===== config.mk =====
export PLATFORM = sky130hd
export DESIGN_NAME = serial_subtractor_flat
export DESIGN_NICKNAME = d
export VERILOG_FILES = /design/src/rtl/serial_subtractor_if.sv /design/src/rtl/serial_subtractor.sv /design/src/flat_wrapper.sv
export SDC_FILE = /design/constraint.sdc
export NUM_CORES = 1
export LEC_CHECK = 0
export ABC_AREA = 1
export CAP_MARGIN = 20
export CORE_MARGIN = 2
export CORE_UTILIZATION = 32
export CTS_CLUSTER_DIAMETER = 30
export DETAILED_ROUTE_END_ITERATION = 10
export RECOVER_POWER = 100
export SKIP_LAST_GASP = 1
export SLEW_MARGIN = 40
export SYNTH_ARGS = -nofsm -noshare
export SYNTH_HDL_FRONTEND = slang
export SYNTH_SLANG_ARGS = --single-unit

===== constraint.sdc =====
create_clock -name i_clk -period 2.4 [get_ports i_clk]
set_clock_uncertainty 0.2 [all_clocks]
set_input_delay 0.36 -clock i_clk [delete_from_list [all_inputs] [get_ports i_clk]]
set_output_delay 0.36 -clock i_clk [all_outputs]
set_load 0.01 [all_outputs]

===== src/rtl/serial_subtractor_if.sv =====
// Request/result bundle for the bit-serial subtractor.
// The master issues operands and the slave returns the result and GB80 flags.
interface serial_subtractor_if #(
    parameter int WIDTH = 8
) ();
    logic             i_start;
    logic [WIDTH-1:0] i_data_A;
    logic [WIDTH-1:0] i_data_B;
    logic             i_borrow;
    logic             o_busy;
    logic             o_done;
    logic [WIDTH-1:0] o_diff;
    logic             o_borrow;
    logic             o_half_borrow;
    logic             o_zero;

    modport master (
        output i_start, i_data_A, i_data_B, i_borrow,
        input  o_busy, o_done, o_diff, o_borrow, o_half_borrow, o_zero
    );

    modport slave (
        input  i_start, i_data_A, i_data_B, i_borrow,
        output o_busy, o_done, o_diff, o_borrow, o_half_borrow, o_zero
    );
endinterface


===== src/rtl/serial_subtractor.sv =====
// Bit-serial A - B - borrow_in, LSB first, one bit per clock.
// Produces the GB80 zero, half-borrow and borrow flags on completion.
module serial_subtractor #(
    parameter int WIDTH    = 8,
    parameter int HALF_BIT = 4
) (
    input  logic                 i_clk,
    input  logic                 i_reset,
    serial_subtractor_if.slave   bus
);

    localparam int CNT_W = (WIDTH > 1) ? $clog2(WIDTH) : 1;

    typedef enum logic [1:0] {
        IDLE = 2'd0,
        RUN  = 2'd1,
        DONE = 2'd2
    } state_t;

    state_t           state_q;
    logic [CNT_W-1:0] cnt_q;
    logic [WIDTH-1:0] a_q;
    logic [WIDTH-1:0] b_q;
    logic [WIDTH-1:0] res_q;
    logic             br_q;
    logic             half_q;
    logic             busy_q;
    logic             done_q;
    logic [WIDTH-1:0] diff_q;
    logic             borrow_q;
    logic             half_out_q;
    logic             zero_q;

    logic             d_bit;
    logic             br_d;
    logic [WIDTH-1:0] res_d;

    // One full-subtractor cell applied to the current LSBs of the work registers.
    always_comb begin
        d_bit = a_q[0] ^ b_q[0] ^ br_q;
        br_d  = (~a_q[0] & b_q[0]) | (~(a_q[0] ^ b_q[0]) & br_q);
        res_d = {d_bit, res_q[WIDTH-1:1]};
    end

    always_ff @(posedge i_clk) begin
        if (i_reset) begin
            state_q    <= IDLE;
            cnt_q      <= '0;
            a_q        <= '0;
            b_q        <= '0;
            res_q      <= '0;
            br_q       <= 1'b0;
            half_q     <= 1'b0;
            busy_q     <= 1'b0;
            done_q     <= 1'b0;
            diff_q     <= '0;
            borrow_q   <= 1'b0;
            half_out_q <= 1'b0;
            zero_q     <= 1'b0;
        end else begin
            case (state_q)
                RUN: begin
                    a_q   <= a_q >> 1;
                    b_q   <= b_q >> 1;
                    res_q <= res_d;
                    br_q  <= br_d;
                    cnt_q <= cnt_q + 1'b1;
                    if (cnt_q == CNT_W'(HALF_BIT - 1)) begin
                        half_q <= br_d;
                    end
                    // Last bit: publish the result and flags together.
                    if (cnt_q == CNT_W'(WIDTH - 1)) begin
                        state_q    <= DONE;
                        busy_q     <= 1'b0;
                        done_q     <= 1'b1;
                        diff_q     <= res_d;
                        borrow_q   <= br_d;
                        half_out_q <= (HALF_BIT == WIDTH) ? br_d : half_q;
                        zero_q     <= (res_d == '0);
                    end
                end
                default: begin
                    done_q <= 1'b0;
                    if (bus.i_start) begin
                        state_q <= RUN;
                        busy_q  <= 1'b1;
                        a_q     <= bus.i_data_A;
                        b_q     <= bus.i_data_B;
                        br_q    <= bus.i_borrow;
                        cnt_q   <= '0;
                    end else begin
                        state_q <= IDLE;
                    end
                end
            endcase
        end
    end

    assign bus.o_busy        = busy_q;
    assign bus.o_done        = done_q;
    assign bus.o_diff        = diff_q;
    assign bus.o_borrow      = borrow_q;
    assign bus.o_half_borrow = half_out_q;
    assign bus.o_zero        = zero_q;

endmodule


===== src/flat_wrapper.sv =====
// flat-port wrapper written by rule: the top's interface ports become plain ports
module serial_subtractor_flat 
#(
    parameter int WIDTH    = 8,
    parameter int HALF_BIT = 4
)
  (i_clk, i_reset, bus_i_start, bus_i_data_A, bus_i_data_B, bus_i_borrow, bus_o_busy, bus_o_done, bus_o_diff, bus_o_borrow, bus_o_half_borrow, bus_o_zero);
  serial_subtractor_if #(.WIDTH(WIDTH)) bus_i ();
  input  logic i_clk;
  input  logic i_reset;
  input wire logic [$bits(bus_i.i_start)-1:0] bus_i_start;
  input wire logic [$bits(bus_i.i_data_A)-1:0] bus_i_data_A;
  input wire logic [$bits(bus_i.i_data_B)-1:0] bus_i_data_B;
  input wire logic [$bits(bus_i.i_borrow)-1:0] bus_i_borrow;
  output wire logic [$bits(bus_i.o_busy)-1:0] bus_o_busy;
  output wire logic [$bits(bus_i.o_done)-1:0] bus_o_done;
  output wire logic [$bits(bus_i.o_diff)-1:0] bus_o_diff;
  output wire logic [$bits(bus_i.o_borrow)-1:0] bus_o_borrow;
  output wire logic [$bits(bus_i.o_half_borrow)-1:0] bus_o_half_borrow;
  output wire logic [$bits(bus_i.o_zero)-1:0] bus_o_zero;
  assign bus_i.i_start = bus_i_start;
  assign bus_i.i_data_A = bus_i_data_A;
  assign bus_i.i_data_B = bus_i_data_B;
  assign bus_i.i_borrow = bus_i_borrow;
  assign bus_o_busy = bus_i.o_busy;
  assign bus_o_done = bus_i.o_done;
  assign bus_o_diff = bus_i.o_diff;
  assign bus_o_borrow = bus_i.o_borrow;
  assign bus_o_half_borrow = bus_i.o_half_borrow;
  assign bus_o_zero = bus_i.o_zero;
  serial_subtractor #(.WIDTH(WIDTH), .HALF_BIT(HALF_BIT)) u_core (.i_clk(i_clk), .i_reset(i_reset), .bus(bus_i));
endmodule

==> impl_metrics.env, run 1 <==
export IMPL_status="complete, no violations"
export IMPL_syn_avg_cell_area_um2=7.49
export IMPL_ys_types=19
export IMPL_path_clk_slew_ns=0.08
export IMPL_insertedDiodeCount=0
export IMPL_initial_utilization=0.331
export IMPL_rows=27
export IMPL_power_switching_w=0.000333
export IMPL_synth_nets=267
export IMPL_cts_root_buffer="clkbuf_8"
export IMPL_cp_required_ns=2.42
export IMPL_fin_crit_ns=1.96
export IMPL_maxSlewHeadroom=0.539
export IMPL_wl_per_cell_um=10.5
export IMPL_swShare=0.238
export IMPL_r2r_cells=5
export IMPL_hold_path_class="reg -> reg"
export IMPL_power_density_nw_per_um2=620
export IMPL_gp_congestion=0.751
export IMPL_boundaryPins=33
export IMPL_ctsHoldBuffers=0
export IMPL_drt_iter0_drc=80
export IMPL_yosysSeqAreaShare=0.473
export IMPL_grt_remaining_overflow=0
export IMPL_first_pass_iters=4
export IMPL_r2r_start="u_core.state_q[1]"
export IMPL_place_port_buffers=32
export IMPL_whs_ns=0.241
export IMPL_p_comb_frac=0.106
export IMPL_fin_nets=296
export IMPL_worst_pin_slew_ns=0.691
export IMPL_grt_pass1_wl_um=6140
export IMPL_p_clk_frac=0.357
export IMPL_cts_sinks=43
export IMPL_cts_tree="built"
export IMPL_crit_path_end="u_core.res_q[3]"
export IMPL_grt_usage=0.126
export IMPL_arrival_ns=1.98
export IMPL_grt_max_degree=34
export IMPL_cp_max_fo=21
export IMPL_grt_setup_unrepaired="no"
export IMPL_placed_cells=337
export IMPL_dp_hpwl_um=2470
export IMPL_wirelength_um=3610
export IMPL_die_area_um2=6310
export IMPL_cts_resized_gates=0
export IMPL_timing_rr_end="u_core.cnt_q[2]"
export IMPL_grt_pass1_vias=1319
export IMPL_cts_buffers_inserted=5
export IMPL_irDropWorstVdd_mv=0.201
export IMPL_hold_viol=0
export IMPL_layout_commonest_cell="nand2_1"
export IMPL_tns_ns=0
export IMPL_max_cap_violations=0
export IMPL_p_int_w=0.00106
export IMPL_nFillCells=579
export IMPL_antenna_found_initial=0
export IMPL_ys_warnings_count=0
export IMPL_num_vias=1534
export IMPL_core_area_um2=5510
export IMPL_die_height_um=79.4
export IMPL_worstSetupStartpoint="i_reset"
export IMPL_drv_slew=0
export IMPL_routed_via_density=4.45
export IMPL_power_leakage_nw=1.09
export IMPL_antenna_left=0
export IMPL_clk_latency_ns=0.30
export IMPL_drive_gt1_frac=0.0623
export IMPL_cp_end_kind="flop"
export IMPL_syn_inst=243
export IMPL_post_cts_buffers=0
export IMPL_start_kind="input port"
export IMPL_die_x_um=79.4
export IMPL_finalCritPeriodShare=0.817
export IMPL_stdcell_count=345
export IMPL_ys_ff_latch=43
export IMPL_h_tree_depth=2
export IMPL_drcViolationCount=0
export IMPL_max_freq_ghz=0.510
export IMPL_syn_cell_area_um2=1820
export IMPL_setup_violations=0
export IMPL_syn_to_final_growth_pct=23.7
export IMPL_worstSetupPathType="in -> reg"
export IMPL_pwr_share_seq=0.537
export IMPL_mostFrequentLayoutCells="nand2_1, nand3_1, dfxtp_1"
export IMPL_r2r_slack_ns=0.71
export IMPL_clock_path_buffers=2
registers in the layout (all words and copies together) (netlist names):
| signal | count |
|---|---|
| u_core.a_q | 8 |
| u_core.b_q | 8 |
| u_core.bus.o_diff | 8 |
| u_core.res_q | 7 |
| u_core.cnt_q | 3 |
| u_core.state_q | 2 |
| u_core.br_q | 1 |
| u_core.bus.o_borrow | 1 |
| u_core.bus.o_busy | 1 |
| u_core.bus.o_done | 1 |
| u_core.bus.o_half_borrow | 1 |
| u_core.bus.o_zero | 1 |
| u_core.half_q | 1 |
routing by layer:
metal  vias up  global-route usage  routed length, um
li1        822                   -                  -
met1       680               0.159               1660
met2        26               0.198               1730
met3         6              0.0328                146
met4         0              0.0621                 74
met5         -                   0                  0
worst max-delay path, stage by stage:
cell,delay [ns]
clkdlybuf4s50_1,0.54
inv_1,0.58
nand2_2,0.27
o22ai_1,0.23
how the worst min path moves through the flow:
| stage | start | endpoint | slack, ns | cells after the start |
|---|---|---|---|---|
| floorplan | u_core.res_q[2] | u_core.bus.o_diff[1] | 0.23 | 2 |
| global placement | u_core.bus.o_diff[3] | u_core.bus.o_diff[3] | 0.23 | 2 |
| detailed placement | u_core.bus.o_diff[0] | u_core.bus.o_diff[0] | 0.23 | 2 |
| CTS | u_core.a_q[6] | u_core.a_q[5] | 0.25 | 2 |
| global route | u_core.a_q[6] | u_core.a_q[5] | 0.28 | 2 |
| finish | u_core.a_q[6] | u_core.a_q[5] | 0.24 | 2 |
area by class of cell:
cell class | count | area, um^2 | share of cell area
sequential | 43 | 861 | 0.382
multi-input combinational | 159 | 761 | 0.338
timing repair buffer | 33 | 328 | 0.146
inverter | 30 | 113 | 0.0500
clock buffer | 8 | 100 | 0.0444
tap | 72 | 90.1 | 0.0400
power groups by stage:
stage                     registers, W  clock network [W]  logic (W)
after floorplan               0.000764                  0   0.000102
after global placement        0.000766                  0   0.000149
after detailed placement      0.000766                  0   0.000151
after CTS                     0.000749           0.000524   0.000152
after global routing          0.000753           0.000547   0.000169
final                         0.000749           0.000498   0.000148
synthesized netlist by cell type:
| cell | count | area share |
|---|---|---|
| a21oi_1 | 5 | 0.014 |
| nand3_1 | 47 | 0.13 |
| nor2_4 | 3 | 0.019 |
| buf_6 | 3 | 0.019 |
| clkinv_1 | 1 | 0.0021 |
| o21ai_0 | 2 | 0.0055 |
| o21ai_1 | 1 | 0.0027 |
| buf_4 | 5 | 0.021 |
| inv_2 | 3 | 0.0062 |
| o22ai_1 | 6 | 0.021 |
| dfxtp_1 | 43 | 0.47 |
| nand2_2 | 3 | 0.010 |
| nand2_4 | 1 | 0.0062 |
| nand2_1 | 79 | 0.16 |
| nor2_1 | 8 | 0.016 |
| inv_1 | 26 | 0.054 |
| buf_2 | 3 | 0.0082 |
| ha_1 | 3 | 0.021 |
| fa_1 | 1 | 0.011 |
logic make-up (layout without fill, tap and decap cells):
family	count (synthesis)	count (layout)	synth area share
compound gates	14	14	0.0426
simple gates	141	141	0.344
fa+ha+maj	4	4	0.0316
flops	43	43	0.473
buf+inv	41	71	0.109
metrics by stage:
step | power [W] | instance area [um^2] | setup WS (ns) | util
CTS | 0.00142 | 2250 | 0.631 | 0.409
detailed placement | 0.000917 | 2150 | 0.383 | 0.391
floorplan | 0.000866 | 1820 | 0.959 | -
global placement | 0.000915 | 2150 | 0.386 | 0.391
finish | 0.00140 | 2250 | 0.439 | 0.409
global route | 0.00147 | 2250 | 0.264 | 0.409
(Power assumes the default switching activity.)
==> inputs of run 2 (changes only) <==
- clock period: 2.4 -> 1.85 ns (I/O delays scaled with it)
==> impl_metrics.env, run 2 (synthesized netlist as in run 1, its figures left out) <==
export IMPL_status="complete, no violations"
export IMPL_critPathBufInv=1
export IMPL_post_cts_buffers=0
export IMPL_die_height_um=79.4
export IMPL_h_tree_depth=2
export IMPL_max_freq_ghz=0.578
export IMPL_ctsHoldBuffers=0
export IMPL_fin_crit_ns=1.73
export IMPL_maxSlewHeadroom=0.672
export IMPL_cts_sinks=43
export IMPL_rows=27
export IMPL_drcViolationCount=0
export IMPL_num_vias=1580
export IMPL_hold_path_class="reg -> reg"
export IMPL_grt_usage=0.127
export IMPL_antenna_left=0
export IMPL_drv_slew=0
export IMPL_cts_buffers_inserted=5
export IMPL_placed_cells=343
export IMPL_fin_nets=302
export IMPL_stdcell_count=351
export IMPL_slowest_delay_ns=0.61
export IMPL_layout_commonest_cell="nand2_1"
export IMPL_setup_violations=0
export IMPL_grt_pass1_vias=1394
export IMPL_cts_root_buffer="clkbuf_8"
export IMPL_nFillCells=573
export IMPL_multi_input_area_um2=746
export IMPL_power_density_nw_per_um2=838
export IMPL_finalCritPeriodShare=0.936
export IMPL_pre_cts_ws_ns=0.115
export IMPL_clock_path_buffers=2
export IMPL_antenna_found_initial=0
export IMPL_cp_end_kind="output port"
export IMPL_crit_family="buffers and inverters"
export IMPL_drive_gt1_frac=0.0753
export IMPL_irDropWorstVdd_mv=0.321
export IMPL_syn_to_final_growth_pct=26.6
export IMPL_stdcell_area_um2=2300
export IMPL_start_kind="flop"
export IMPL_tns_ns=0
export IMPL_grt_max_degree=19
export IMPL_core_area_um2=5510
export IMPL_grt_setup_unrepaired="no"
export IMPL_cp_cell_sequence="dlygate4sd3_1"
export IMPL_dr_wl_met3_um=172
export IMPL_slowest_stage="dlygate4sd3_1"
export IMPL_cts_tree="built"
export IMPL_power_leakage_nw=1.11
export IMPL_die_x_um=79.4
export IMPL_initial_utilization=0.331
export IMPL_grt_pass1_wl_um=6290
export IMPL_dp_hpwl_um=2640
export IMPL_insertedDiodeCount=0
export IMPL_boundaryPins=33
export IMPL_wirelength_met1_um=1770
export IMPL_path_clk_slew_ns=0.08
export IMPL_place_area_um2=2210
export IMPL_arrival_ns=1.25
export IMPL_place_port_buffers=32
export IMPL_register_area_um2=861
export IMPL_cp_required_ns=1.37
export IMPL_mostFrequentLayoutCells="nand2_1, nand3_1, dfxtp_1"
export IMPL_wirelength_um=3670
export IMPL_dr_wl_met2_um=1650
export IMPL_max_cap_violations=0
export IMPL_first_pass_iters=4
export IMPL_worstSetupPathType="reg -> out"
export IMPL_cts_resized_gates=0
export IMPL_setup_ws_ns=0.119
export IMPL_wl_per_cell_um=10.4
export IMPL_routed_via_density=4.50
export IMPL_cp_max_fo=2
export IMPL_grt_remaining_overflow=0
export IMPL_clk_latency_ns=0.30
export IMPL_drt_iter0_drc=98
export IMPL_die_area_um2=6310
export IMPL_gp_congestion=0.745
export IMPL_top_layer="met4"
export IMPL_hold_viol=0
export IMPL_worst_pin_slew_ns=0.492
## run 2: path summary, 6_finish.rpt
check / from / endpoint / slack, ns / depth (start not counted)
hold reg to reg: u_core.bus.o_diff[3] / u_core.bus.o_diff[3] / 0.25 / 2
hold / removal: u_core.bus.o_diff[3] / u_core.bus.o_diff[3] / 0.25 / 2
setup reg to reg: u_core.cnt_q[0] / u_core.bus.o_diff[3] / 0.23 / 6
setup / recovery: u_core.bus.o_zero / bus_o_zero / 0.12 / 1
## run 2: layout make-up
cell class                 count  share of cell area
inverter                      30              0.0489
clock inverter                 2              0.0152
tap                           72              0.0391
timing repair buffer          39               0.164
clock buffer                   6              0.0358
sequential                    43               0.374
multi-input combinational    159               0.324
## run 2: metal layers
layer | vias up | global-route usage
li1 | 832 | -
met1 | 710 | 0.173
met2 | 32 | 0.185
met3 | 6 | 0.0351
met4 | 0 | 0.0569
met5 | - | 0
## run 2: stage by stage
step	utilization	hold slack (ns)	total power [W]
floorplan	-	0.147	0.00112
global placement	0.401	0.235	0.00120
detailed placement	0.401	0.240	0.00121
CTS	0.423	0.253	0.00196
global route	0.419	0.269	0.00202
finish	0.419	0.248	0.00193
## run 2: tightest hold or removal path, cell delays in order (launching register included)
cell	delay, ns
dfxtp_1	0.31
nand2_1	0.06
nand2_1	0.04
## run 2: where the power goes
group | switching (W) | internal, W
logic | 0.000111 | 0.0000936
registers | 0.0000160 | 0.000956
clock network | 0.000319 | 0.000437
